<file path="config.mk">
export PLATFORM = sky130hd
export DESIGN_NAME = uart_tx_arbiter
export DESIGN_NICKNAME = d
export VERILOG_FILES = /design/src/rtl/uart_tx_arbiter.sv
export SDC_FILE = /design/constraint.sdc
export NUM_CORES = 1
export LEC_CHECK = 0
export CAP_MARGIN = 40
export CORE_MARGIN = 2
export CORE_UTILIZATION = 50
export CTS_CLUSTER_SIZE = 12
export DETAILED_ROUTE_END_ITERATION = 7
export GPL_TIMING_DRIVEN = 0
export PLACE_DENSITY = 0.82
export SLEW_MARGIN = 20
export SYNTH_ARGS = -nofsm -noshare
export SYNTH_HDL_FRONTEND = slang
export SYNTH_SLANG_ARGS = --single-unit
</file>
<file path="constraint.sdc">
create_clock -name clk -period 2.6 [get_ports clk]
set_input_delay 0.52 -clock clk [delete_from_list [all_inputs] [get_ports clk]]
set_output_delay 0.52 -clock clk [all_outputs]
set_load 0.05 [all_outputs]
</file>
<file path="src/rtl/uart_tx_arbiter.sv">
// Round-robin arbiter sharing one uart_tx core between NUM_REQ byte streams, with packet lock
// and idle timeout. Optional per-requester statistics under UART_TX_ARBITER_STATS_EN.
module uart_tx_arbiter #(
  parameter int unsigned NUM_REQ        = 2,
  parameter int unsigned TIMEOUT_CYCLES = 4096,
  parameter int unsigned TO_W           = 13
) (
  input  logic                   clk,
  input  logic                   rst,
  input  logic [NUM_REQ-1:0]     req_valid,
  input  logic [8*NUM_REQ-1:0]   req_data,
  input  logic [NUM_REQ-1:0]     req_last,
  output logic [NUM_REQ-1:0]     req_ready,
  output logic [NUM_REQ-1:0]     grant,
  output logic                   tx_start,
  output logic [7:0]             tx_data,
  input  logic                   tx_busy,
  output logic                   timeout_pulse
`ifdef UART_TX_ARBITER_STATS_EN
  ,
  output logic [16*NUM_REQ-1:0]  bytes_sent,
  output logic [7:0]             timeouts
`endif
);

  localparam int unsigned IW = (NUM_REQ > 1) ? $clog2(NUM_REQ) : 1;
  localparam logic [1:0] StIdle     = 2'd0;
  localparam logic [1:0] StOwn      = 2'd1;
  localparam logic [1:0] StWaitBusy = 2'd2;
  localparam logic [1:0] StWaitDone = 2'd3;
  localparam logic [TO_W-1:0] ToLast = TO_W'(TIMEOUT_CYCLES - 1);

  logic [1:0]         state_q, state_d;
  logic [IW-1:0]      owner_q, owner_d, rr_ptr_q, rr_ptr_d;
  logic [NUM_REQ-1:0] grant_q, grant_d;
  logic [TO_W-1:0]    to_cnt_q, to_cnt_d;
  logic               tx_start_q, tx_start_d;
  logic [7:0]         tx_data_q, tx_data_d;
  logic               last_q, last_d;
  logic               timeout_q, timeout_d;

  logic [IW-1:0] pick, cand;
  logic          any_valid, own_valid, xfer, to_hit;

  // Walk from farthest to nearest so the first valid index after rr_ptr wins.
  always_comb begin
    pick      = rr_ptr_q;
    cand      = rr_ptr_q;
    any_valid = 1'b0;
    for (int i = NUM_REQ; i > 0; i--) begin
      cand = IW'((32'(rr_ptr_q) + 32'(i)) % NUM_REQ);
      if (req_valid[cand]) begin
        pick      = cand;
        any_valid = 1'b1;
      end
    end
  end

  assign own_valid = req_valid[owner_q];
  assign xfer      = (state_q == StOwn) && own_valid && !tx_busy;
  // Release on the TIMEOUT_CYCLES-th consecutive idle cycle of the owner.
  assign to_hit    = (TIMEOUT_CYCLES != 0) && (state_q == StOwn) && !own_valid &&
                     (to_cnt_q == ToLast);

  always_comb begin
    state_d    = state_q;
    owner_d    = owner_q;
    rr_ptr_d   = rr_ptr_q;
    grant_d    = grant_q;
    to_cnt_d   = to_cnt_q;
    tx_start_d = 1'b0;
    tx_data_d  = tx_data_q;
    last_d     = last_q;
    timeout_d  = 1'b0;
    unique case (state_q)
      StIdle: begin
        if (any_valid) begin
          owner_d       = pick;
          grant_d       = '0;
          grant_d[pick] = 1'b1;
          to_cnt_d      = '0;
          state_d       = StOwn;
        end
      end
      StOwn: begin
        if (xfer) begin
          tx_data_d  = req_data[{owner_q, 3'b000} +: 8];
          tx_start_d = 1'b1;
          last_d     = req_last[owner_q];
          to_cnt_d   = '0;
          state_d    = StWaitBusy;
        end else if (to_hit) begin
          grant_d   = '0;
          rr_ptr_d  = owner_q;
          timeout_d = 1'b1;
          to_cnt_d  = '0;
          state_d   = StIdle;
        end else if (!own_valid) begin
          to_cnt_d = to_cnt_q + TO_W'(1);
        end
      end
      StWaitBusy: begin
        if (tx_busy) state_d = StWaitDone;
      end
      StWaitDone: begin
        if (!tx_busy) begin
          if (last_q) begin
            rr_ptr_d = owner_q;
            grant_d  = '0;
            state_d  = StIdle;
          end else begin
            state_d = StOwn;
          end
        end
      end
      default: state_d = StIdle;
    endcase
  end

  always_ff @(posedge clk or posedge rst) begin
    if (rst) begin
      state_q    <= StIdle;
      owner_q    <= '0;
      rr_ptr_q   <= IW'(NUM_REQ - 1);
      grant_q    <= '0;
      to_cnt_q   <= '0;
      tx_start_q <= 1'b0;
      tx_data_q  <= '0;
      last_q     <= 1'b0;
      timeout_q  <= 1'b0;
    end else begin
      state_q    <= state_d;
      owner_q    <= owner_d;
      rr_ptr_q   <= rr_ptr_d;
      grant_q    <= grant_d;
      to_cnt_q   <= to_cnt_d;
      tx_start_q <= tx_start_d;
      tx_data_q  <= tx_data_d;
      last_q     <= last_d;
      timeout_q  <= timeout_d;
    end
  end

  always_comb begin
    req_ready = '0;
    if (state_q == StOwn) req_ready[owner_q] = own_valid && !tx_busy;
  end

  assign grant         = grant_q;
  assign tx_start      = tx_start_q;
  assign tx_data       = tx_data_q;
  assign timeout_pulse = timeout_q;

`ifdef UART_TX_ARBITER_STATS_EN
  logic [16*NUM_REQ-1:0] bytes_sent_q;
  logic [7:0]            timeouts_q;

  always_ff @(posedge clk or posedge rst) begin
    if (rst) begin
      bytes_sent_q <= '0;
      timeouts_q   <= '0;
    end else begin
      if (xfer) begin
        bytes_sent_q[{owner_q, 4'b0000} +: 16] <= bytes_sent_q[{owner_q, 4'b0000} +: 16] + 16'd1;
      end
      if (timeout_d && (timeouts_q != 8'hFF)) timeouts_q <= timeouts_q + 8'd1;
    end
  end

  assign bytes_sent = bytes_sent_q;
  assign timeouts   = timeouts_q;
`else
  // Statistics counters are not built.
`endif

endmodule
</file>
==> flow_summary.json <==
{
  "synth_nets": 201,
  "yosys-top-cells-count": "dfrtp_1, nor2_1, nand2_1, a21oi_1, mux2i_1",
  "dieArea_um2": 3750,
  "r2r_start": "owner_q$_DFFE_PP0P_",
  "num_rows": 20,
  "ys_async_sr_fraction_pct": 100,
  "drt-total-wl_um": 4070,
  "status": "finished clean",
  "critPathMaxStageDelay_ps": 550,
  "place_hpwl_um": 2920,
  "max_freq_mhz": 399,
  "synth-seq-cells": 30,
  "synthToLayoutAreaGrowth_pct": 29.0,
  "slew_violations": 0,
  "first_pass_iters": 7,
  "synth_area_leaders": "dfrtp_1, mux2i_1, nor2_1",
  "drcViolationCount": 0,
  "start_util_pct": 53.2,
  "r2r_end": "rr_ptr_q$_DFFE_PP1P_",
  "grt_pass1_vias": 1518,
  "ys.warnings.count": 0,
  "peakVddDrop_mv": 0.595,
  "critPathBufInv": 2,
  "numPlacedInstances": 256,
  "viasPerCell": 5.95,
  "synth_ff_type": "dfrtp_1",
  "fin_nets": 242,
  "setup.worst_path.start": "req_valid[1]",
  "netlist-cell-type-count": 45,
  "avgSynthCellArea_um2": 9.25,
  "insertion_delay_ps": 340,
  "cp_cell_sequence": "clkdlybuf4s50_1, mux2_4, nor3b_4, and2_1, clkbuf_4",
  "fin_cells": 263,
  "reg2regPathDepth": 6,
  "clock_path_buffers": 2,
  "path_clk_slew_ps": 80,
  "total_power_w": 0.00218,
  "wire_per_inst_um": 15.5,
  "yosysTopAreaCell": "dfrtp_1",
  "crit_path_start_kind": "primary input",
  "preCtsSetupSlack_ps": -954,
  "vias": 1565,
  "netlist_instances": 177,
  "final_hold_viol_count": 0,
  "synth_edf_count": 0,
  "setup_slack_ps": 91.5,
  "grt_overflow": 0,
  "required_ps": 2080,
  "worst_pin_slew_ps": 647,
  "core_um2": 3080,
  "antenna_found_initial": 0,
  "end_kind": "primary output",
  "post_cts_buffers": 0,
  "finClkSkew_ps": 16.8,
  "io_pins": 37,
  "critPathArrivalTime_ps": 1990,
  "cpLargestDelayFamily": "buffers and inverters",
  "synth.top_cell.area_share_pct": 44.3,
  "cts_tree": "built",
  "setup_violations": 0,
  "clock_sinks": 30,
  "netlist_area_um2": 1640,
  "p_leak_nw": 0.919,
  "rsz0062_at_grt": "false",
  "die_y_um": 61.2,
  "hold_ws_ps": 482,
  "seq_area_frac_synth_pct": 45.9,
  "cts_root_buffer": "clkbuf_4",
  "htreeDepth": 2,
  "grt_max_degree": 31,
  "slew_headroom_pct": 56.3,
  "holdBufCountCts": 0,
  "cp-endpoint": "req_ready[1]",
  "cap_violations": 0,
  "grtUsageTotal_pct": 25.2,
  "final_area_um2": 2110,
  "cts_made_buffers": 5,
  "drt_iter0_markers": 155,
  "critPathKind": "primary input to primary output",
  "n_antenna_cell": 0,
  "fin_crit_ps": 2510,
  "crit_cells": 5,
  "placed_cell_area_um2": 2050,
  "hold_class": "flip-flop to flip-flop",
  "grt_pass1_wl_um": 6770,
  "drive_gt1_share_pct": 8.22,
  "place.gp.congestion": 0.847,
  "synth_most_common_cell": "dfrtp_1",
  "drtAntennaViolNets": 0,
  "post-route-period-util_pct": 96.5,
  "power.density_nw_per_um2": 1030,
  "cpMaxStageDelayCell": "clkdlybuf4s50_1",
  "die_w_um": 61.2,
  "path_max_fanout": 11,
  "worst-r2r-setup-slack_ps": 420,
  "io_buffers": 35
}
[layout by cell type, fill, tap and decap left out, drive strengths merged, types with 6 or more instances in the layout]
cell type      count
a21oi             12
a31oi              7
clkbuf            17
clkdlybuf4s50     32
dfrtp             29
inv                8
mux2i             10
nand2             13
nand3              7
nand4              6
nor2              17
o21ai              9
[layer usage]
metal	global-route usage, %	wire length [um]	up-vias
li1	-	-	731
met1	30.3	1640	748
met2	39.8	1990	80
met3	9.66	365	6
met4	12.1	74	0
met5	0	0	-
[how the worst min path moves through the flow]
stage | startpoint | end | slack [ps] | cells after the start
after floorplan | to_cnt_q[5]$_DFFE_PP0P_ | to_cnt_q[5]$_DFFE_PP0P_ | 470 | 1
after global placement | grant[1]$_DFFE_PP0P_ | grant[1]$_DFFE_PP0P_ | 460 | 1
after detailed placement | grant[1]$_DFFE_PP0P_ | grant[1]$_DFFE_PP0P_ | 470 | 1
after CTS | grant[1]$_DFFE_PP0P_ | grant[1]$_DFFE_PP0P_ | 490 | 1
after global routing | grant[1]$_DFFE_PP0P_ | grant[1]$_DFFE_PP0P_ | 520 | 1
final | grant[1]$_DFFE_PP0P_ | grant[1]$_DFFE_PP0P_ | 480 | 1
[logic make-up (layout without fill, tap and decap cells)]
family | Yosys count | in the layout | share of synthesized area [%]
and+or+nand+nor | 63 | 63 | 19.6
AOI/OAI and AO/OA | 52 | 52 | 21.5
DFF | 30 | 30 | 45.9
buffers and inverters | 20 | 62 | 5.12
muxes | 11 | 11 | 7.03
adders and majority gates | 1 | 1 | 0.764
[per-stage QoR]
step | TNS, ps | util [%]
after global placement | -1010 | 66.5
after CTS | 0 | 68.3
after detailed placement | -2640 | 66.5
after global routing | 0 | 68.6
after floorplan | 0 | -
final | 0 | 68.6
[final cells by class]
cell class | count | area [um^2]
Sequential cell | 30 | 752
Clock buffer | 7 | 55.1
Multi-Input combinational cell | 127 | 818
Buffer | 11 | 50.0
Timing Repair Buffer | 35 | 345
Fill cell | 239 | 967
Inverter | 8 | 30.0
Clock inverter | 1 | 5.00
Tap cell | 44 | 55.1
[registers in the layout, indices dropped and copies added, names as in the netlist, named ones only]
register,flops
to_cnt_q,13
tx_data,8
state_q,1
timeout_pulse,1
grant,2
rr_ptr_q,1
last_q,1
owner_q,1
tx_start,1
[power breakdown]
part	internal (W)	switching, W
Combinational	0.000434	0.000760
Clock	0.000131	0.000161
Sequential	0.000601	0.0000947
[timing repair]
action,in CTS,in global routing
endpoints found under the setup margin,2,2
gates resized for setup,7,6
pin swaps,0,0
No activity file was read; power rests on OpenSTA's default activity.
